===== config.mk =====
export PLATFORM = sky130hd
export DESIGN_NAME = sync_fifo_param
export DESIGN_NICKNAME = d
export VERILOG_FILES = /design/src/rtl/sync_fifo_defs.sv /design/src/rtl/fifo_ram.sv /design/src/rtl/sync_fifo_param.sv
export SDC_FILE = /design/constraint.sdc
export NUM_CORES = 1
export LEC_CHECK = 0
export BUFFER_PORTS_ARGS = -buffer_cell sky130_fd_sc_hd__buf_2
export CAP_MARGIN = 10
export CORE_MARGIN = 2
export CORE_UTILIZATION = 60
export DETAILED_ROUTE_END_ITERATION = 16
export PLACE_DENSITY = 0.78
export SLEW_MARGIN = 5
export SYNTH_ARGS = -nofsm -noshare
export SYNTH_HDL_FRONTEND = slang
export SYNTH_HIERARCHICAL = 1
export SYNTH_SLANG_ARGS = --single-unit

===== constraint.sdc =====
create_clock -name clk -period 3.37 [get_ports clk]
set_input_delay 0.5055 -clock clk [delete_from_list [all_inputs] [get_ports clk]]
set_output_delay 0.5055 -clock clk [all_outputs]
set_load 0.02 [all_outputs]

===== src/rtl/sync_fifo_defs.sv =====
// Shared defaults and parameter sanity helpers for the parametrised sync FIFO.
package sync_fifo_defs;

  localparam int DEF_DATA_W = 8;
  localparam int DEF_ADDR_W = 4;

  // Thresholds are compared against the fill level, so only 1..depth is meaningful.
  function automatic bit thresh_ok(input int thresh, input int depth);
    return (thresh >= 1) && (thresh <= depth);
  endfunction

endpackage


===== src/rtl/fifo_ram.sv =====
// DEPTH x DATA_W storage: synchronous write port, asynchronous read port, no reset.
module fifo_ram
  import sync_fifo_defs::*;
#(
  parameter int DATA_W = DEF_DATA_W,
  parameter int ADDR_W = DEF_ADDR_W
) (
  input  logic              clk,
  input  logic              we,
  input  logic [ADDR_W-1:0] waddr,
  input  logic [DATA_W-1:0] wdata,
  input  logic [ADDR_W-1:0] raddr,
  output logic [DATA_W-1:0] rdata
);

  logic [DATA_W-1:0] mem [2**ADDR_W];

  always_ff @(posedge clk) begin
    if (we) mem[waddr] <= wdata;
  end

  assign rdata = mem[raddr];

endmodule


===== src/rtl/sync_fifo_param.sv =====
// Single-clock FIFO with fill count, almost thresholds, sticky error flags and
// selectable registered or first-word-fall-through read.
module sync_fifo_param
  import sync_fifo_defs::*;
#(
  parameter int DATA_W    = DEF_DATA_W,
  parameter int ADDR_W    = DEF_ADDR_W,
  parameter int AF_THRESH = 2**ADDR_W - 2,
  parameter int AE_THRESH = 2,
  parameter bit FWFT      = 1'b0
) (
  input  logic              clk,
  input  logic              rst,
  input  logic              wr_en,
  input  logic [DATA_W-1:0] wr_data,
  input  logic              rd_en,
  output logic [DATA_W-1:0] rd_data,
  output logic              rd_valid,
  output logic              full,
  output logic              empty,
  output logic              almost_full,
  output logic              almost_empty,
  output logic [ADDR_W:0]   count,
  output logic              overflow,
  output logic              underflow,
  input  logic              clr_err
);

  localparam int DEPTH = 2**ADDR_W;
  localparam logic [ADDR_W:0] AF_LVL = (ADDR_W+1)'(AF_THRESH);
  localparam logic [ADDR_W:0] AE_LVL = (ADDR_W+1)'(AE_THRESH);

  if (!thresh_ok(AF_THRESH, DEPTH)) begin : g_af_bad
    $error("sync_fifo_param: AF_THRESH=%0d outside 1..%0d", AF_THRESH, DEPTH);
  end
  if (!thresh_ok(AE_THRESH, DEPTH)) begin : g_ae_bad
    $error("sync_fifo_param: AE_THRESH=%0d outside 1..%0d", AE_THRESH, DEPTH);
  end

  logic [ADDR_W:0]   wr_ptr_q, wr_ptr_d;
  logic [ADDR_W:0]   rd_ptr_q, rd_ptr_d;
  logic [DATA_W-1:0] rd_data_q, rd_data_d;
  logic              rd_valid_q, rd_valid_d;
  logic              overflow_q, overflow_d;
  logic              underflow_q, underflow_d;
  logic              rd_acc, wr_acc;
  logic [DATA_W-1:0] ram_rdata;

  fifo_ram #(
    .DATA_W(DATA_W),
    .ADDR_W(ADDR_W)
  ) u_ram (
    .clk  (clk),
    .we   (wr_acc),
    .waddr(wr_ptr_q[ADDR_W-1:0]),
    .wdata(wr_data),
    .raddr(rd_ptr_q[ADDR_W-1:0]),
    .rdata(ram_rdata)
  );

  assign count = wr_ptr_q - rd_ptr_q;
  assign empty = (wr_ptr_q == rd_ptr_q);
  assign full  = (wr_ptr_q[ADDR_W] != rd_ptr_q[ADDR_W]) &&
                 (wr_ptr_q[ADDR_W-1:0] == rd_ptr_q[ADDR_W-1:0]);
  assign almost_full  = (count >= AF_LVL);
  assign almost_empty = (count <= AE_LVL);

  // A full FIFO still takes a write when the head is popped in the same cycle;
  // the async read port returns the old word before the write lands.
  assign rd_acc = rd_en & ~empty;
  assign wr_acc = wr_en & (~full | rd_acc);

  always_comb begin
    wr_ptr_d    = wr_ptr_q;
    rd_ptr_d    = rd_ptr_q;
    rd_data_d   = rd_data_q;
    rd_valid_d  = rd_acc;
    overflow_d  = (overflow_q & ~clr_err) | (wr_en & ~wr_acc);
    underflow_d = (underflow_q & ~clr_err) | (rd_en & empty);
    if (wr_acc) wr_ptr_d = wr_ptr_q + 1'b1;
    if (rd_acc) begin
      rd_ptr_d  = rd_ptr_q + 1'b1;
      rd_data_d = ram_rdata;
    end
  end

  always_ff @(posedge clk or negedge rst) begin
    if (!rst) begin
      wr_ptr_q    <= '0;
      rd_ptr_q    <= '0;
      rd_data_q   <= '0;
      rd_valid_q  <= 1'b0;
      overflow_q  <= 1'b0;
      underflow_q <= 1'b0;
    end else begin
      wr_ptr_q    <= wr_ptr_d;
      rd_ptr_q    <= rd_ptr_d;
      rd_data_q   <= rd_data_d;
      rd_valid_q  <= rd_valid_d;
      overflow_q  <= overflow_d;
      underflow_q <= underflow_d;
    end
  end

  // FWFT exposes the head word directly; standard mode uses the registered copy.
  assign rd_data   = FWFT ? ram_rdata : rd_data_q;
  assign rd_valid  = FWFT ? ~empty : rd_valid_q;
  assign overflow  = overflow_q;
  assign underflow = underflow_q;

endmodule


==> metrics.txt <==
Detail Placement HPWL 7069 um; crit-path max FO 10; crit path cell chain inv_1, ha_1, inv_1, fa_1, a21o_1, a21oi_1, xnor2_1, a2111oi_2, buf_2; Post-Synthesis Net Count 324; GRT Util Overall 0.2380; ys async rst share 0.1409; final net count 374; critical path type register to primary output; worst-skew pair later-pin latency 0.53 ns; most used flip-flop cell after synthesis edfxtp_1; top-count cell post-synth edfxtp_1; R2R Path Start rd_ptr_q[2]$_DFFE_PN0P_; antenna violations before repair 0; postcts setup bufs 0; Via density 6.106; Final Cycle Share 0.9453; WP data required 2.86 ns; total power 6.729 mW; Post-Syn Instances 304; 1st-iter DRT viols 273; Final WS setup 0.1845 ns; TritonCTS clock tree done; syn avg cell area 19.94 sq um; Reg clk slew, reported paths 0.06 ns; setup_tns 0 ns; Yosys top cell area share 0.6341; DR DRC count 0; # diodes 0; pre-CTS WS 0.6275 ns; worst hold-check path type input port to register; Synth Register Bits 149; row count 36; reg2reg end u_ram/mem[5][4]$_DFFE_PP_; crit-path leading delay family compound AO/OA/AOI/OAI gates; Max Root-Sink Buffers 2; status complete, no violations; DRT Pass-1 Iters 5; CTS H-tree lvls 4; global-route wire length before repair 18290 um; number of CTS-inserted buffers 17; area leader, netlist edfxtp_1; Worst-Margin Slew 0.9723 ns; Clock Root Buffer clkbuf_8; CP endpoint kind primary output; Power Dens Cells 964.8 mW/mm^2; fin. max-slew vios 0; CP arrival 2.68 ns; Core Region 0.009774 sq mm; Final ANT Viol Nets 0; Yosys warnings 6; final WL 11790 um; min-delay src clr_err; commonest cells in the netlist edfxtp_1 (128), dfrtp_1 (21), mux4_2 (18), a22oi_1 (16); Final Hold Viols 0; Slew headroom 0.3494; Slowest cell on crit path dfrtp_2; crit-path max cell delay 0.47 ns; post-synth cell types 40; layout cell share with drive strength beyond 1 0.2888; die width 104.5 um; die area 0.01092 sq mm; Min Hold Slack 0.1740 ns; Max-Cap Viols 0; Initial Util 0.6202; vias in the first global route 3267; # setup viols final 0; port bufs 32; filler cell count 594; worst ir drop on vdd 0.0007740 V; Syn Std Cell Area 0.006062 sq mm; EDFF count, synth 128; LEAKAGE 2.489 nW; Area Overhead vs Synth 15.05%; area occupied by multi-input gates 0.001565 sq mm; Fmax achieved 313.9 MHz; R2R Setup Slk 0.63 ns; Die Height 104.5 um; most numerous cell on the critical path inv_1; Buf+Inv Stages, Crit Path 3; FF-to-FF path depth 6; largest net degree at the start of global routing 36; top cells by area, synth edfxtp_1 (63%), dfrtp_1 (8.7%), mux4_2 (6.7%), mux4_1 (6.1%), a22oi_1 (2.0%); average wire per standard cell 23.58 um; hold depth 2; FF/Latch Area 0.004372 sq mm; hold endpoint overflow$_DFF_PN0_; grt ovf 0; Layout Skew 0.01164 ns; clock tree sinks 149; GPL Wtd Cong 0.7709; CP startpoint kind register; vias post-DR 3053; RSZ-0062 raised after global routing no; # IOs 33; sequential area share after synthesis 0.7207; post-layout min period 3.186 ns
-- metal layers --
metal	vias to the layer above	GRT usage	share of wire	routed length (um)
li1	1338	-	-	-
met4	0	0.09459	0.017	204
met2	125	0.3950	0.52	6171
met5	-	0	0	0
met1	1572	0.2941	0.38	4523
met3	18	0.07456	0.076	891
-- sequential cells by signal, indices dropped and copies added (netlist names) --
| name | count |
|---|---|
| rd_ptr_q | 5 |
| overflow | 1 |
| underflow | 1 |
| wr_ptr_q | 5 |
| rd_valid | 1 |
| rd_data | 8 |
| u_ram/mem | 128 |
-- worst max path at each step --
stage	from	endpoint	slack, ns	depth (start not counted)
6_report	wr_ptr_q[0]$_DFFE_PN0P_	almost_empty	0.18	9
5_1_grt	wr_ptr_q[0]$_DFFE_PN0P_	almost_empty	0.04	9
3_3_place_gp	wr_ptr_q[0]$_DFFE_PN0P_	almost_empty	0.73	9
2_1_floorplan	wr_ptr_q[0]$_DFFE_PN0P_	almost_empty	0.58	8
3_5_place_dp	wr_ptr_q[0]$_DFFE_PN0P_	almost_empty	0.63	9
4_1_cts	wr_ptr_q[0]$_DFFE_PN0P_	almost_empty	0.06	9
-- stage by stage --
step,cells,util,instance area (sq um)
after CTS,500,0.7134,6973
after global placement,467,0.6507,6360
after floorplan,304,-,6062
after global routing,500,0.7135,6974
final,500,0.7135,6974
after detailed placement,467,0.6507,6360
-- logic make-up after synthesis --
logic type | Yosys count | share of synthesized area
adders and majority gates | 7 | 0.01569
DFF | 149 | 0.7207
muxes | 41 | 0.1449
and+or+nand+nor | 48 | 0.04170
xor gates and xnor gates | 12 | 0.01982
AOI/OAI and AO/OA | 28 | 0.03612
buffers and inverters | 19 | 0.02105
-- worst register-to-register path: cells and delay by family (launching register included) --
family	cells	cell delay, ns
simple gates	3	1.14
flops	1	0.49
fa+ha+maj	1	0.38
compound gates	1	0.21
buf+inv	1	0.13
-- power by group --
group	leakage (nW)	internal, mW	switching [mW]
Clock	0.290	1.21	0.720
Combinational	0.789	0.964	1.37
Sequential	1.41	2.29	0.179
-- cells in the final DEF (no fill, tap or decap), types with 4 or more instances in the layout --
master	Yosys	final
xnor2_1	7	7
clkbuf_16	0	16
nor3_1	4	4
dfrtp_1	21	19
ha_1	6	6
mux2_2	8	8
nor2_1	14	14
edfxtp_1	128	128
buf_4	1	9
bufinv_16	0	4
buf_2	3	32
mux4_1	14	14
inv_1	8	8
nand2_1	13	13
mux4_2	18	18
a22oi_1	16	16
-- final cells by class --
| cell class | count | area share |
|---|---|---|
| timing repair buffer | 42 | 0.03409 |
| sequential | 149 | 0.6268 |
| multi-input combinational | 136 | 0.2244 |
| inverter | 8 | 0.004306 |
| clock buffer | 20 | 0.06100 |
| clock inverter | 12 | 0.02548 |
| tap | 133 | 0.02386 |
-- timing repair --
action,4_1_cts,5_1_grt
endpoints found under the hold margin,21,0
hold buffers,1,0
gates resized for setup,0,1
endpoints found under the setup margin,0,1
No activity file was read; power rests on OpenSTA's default activity.
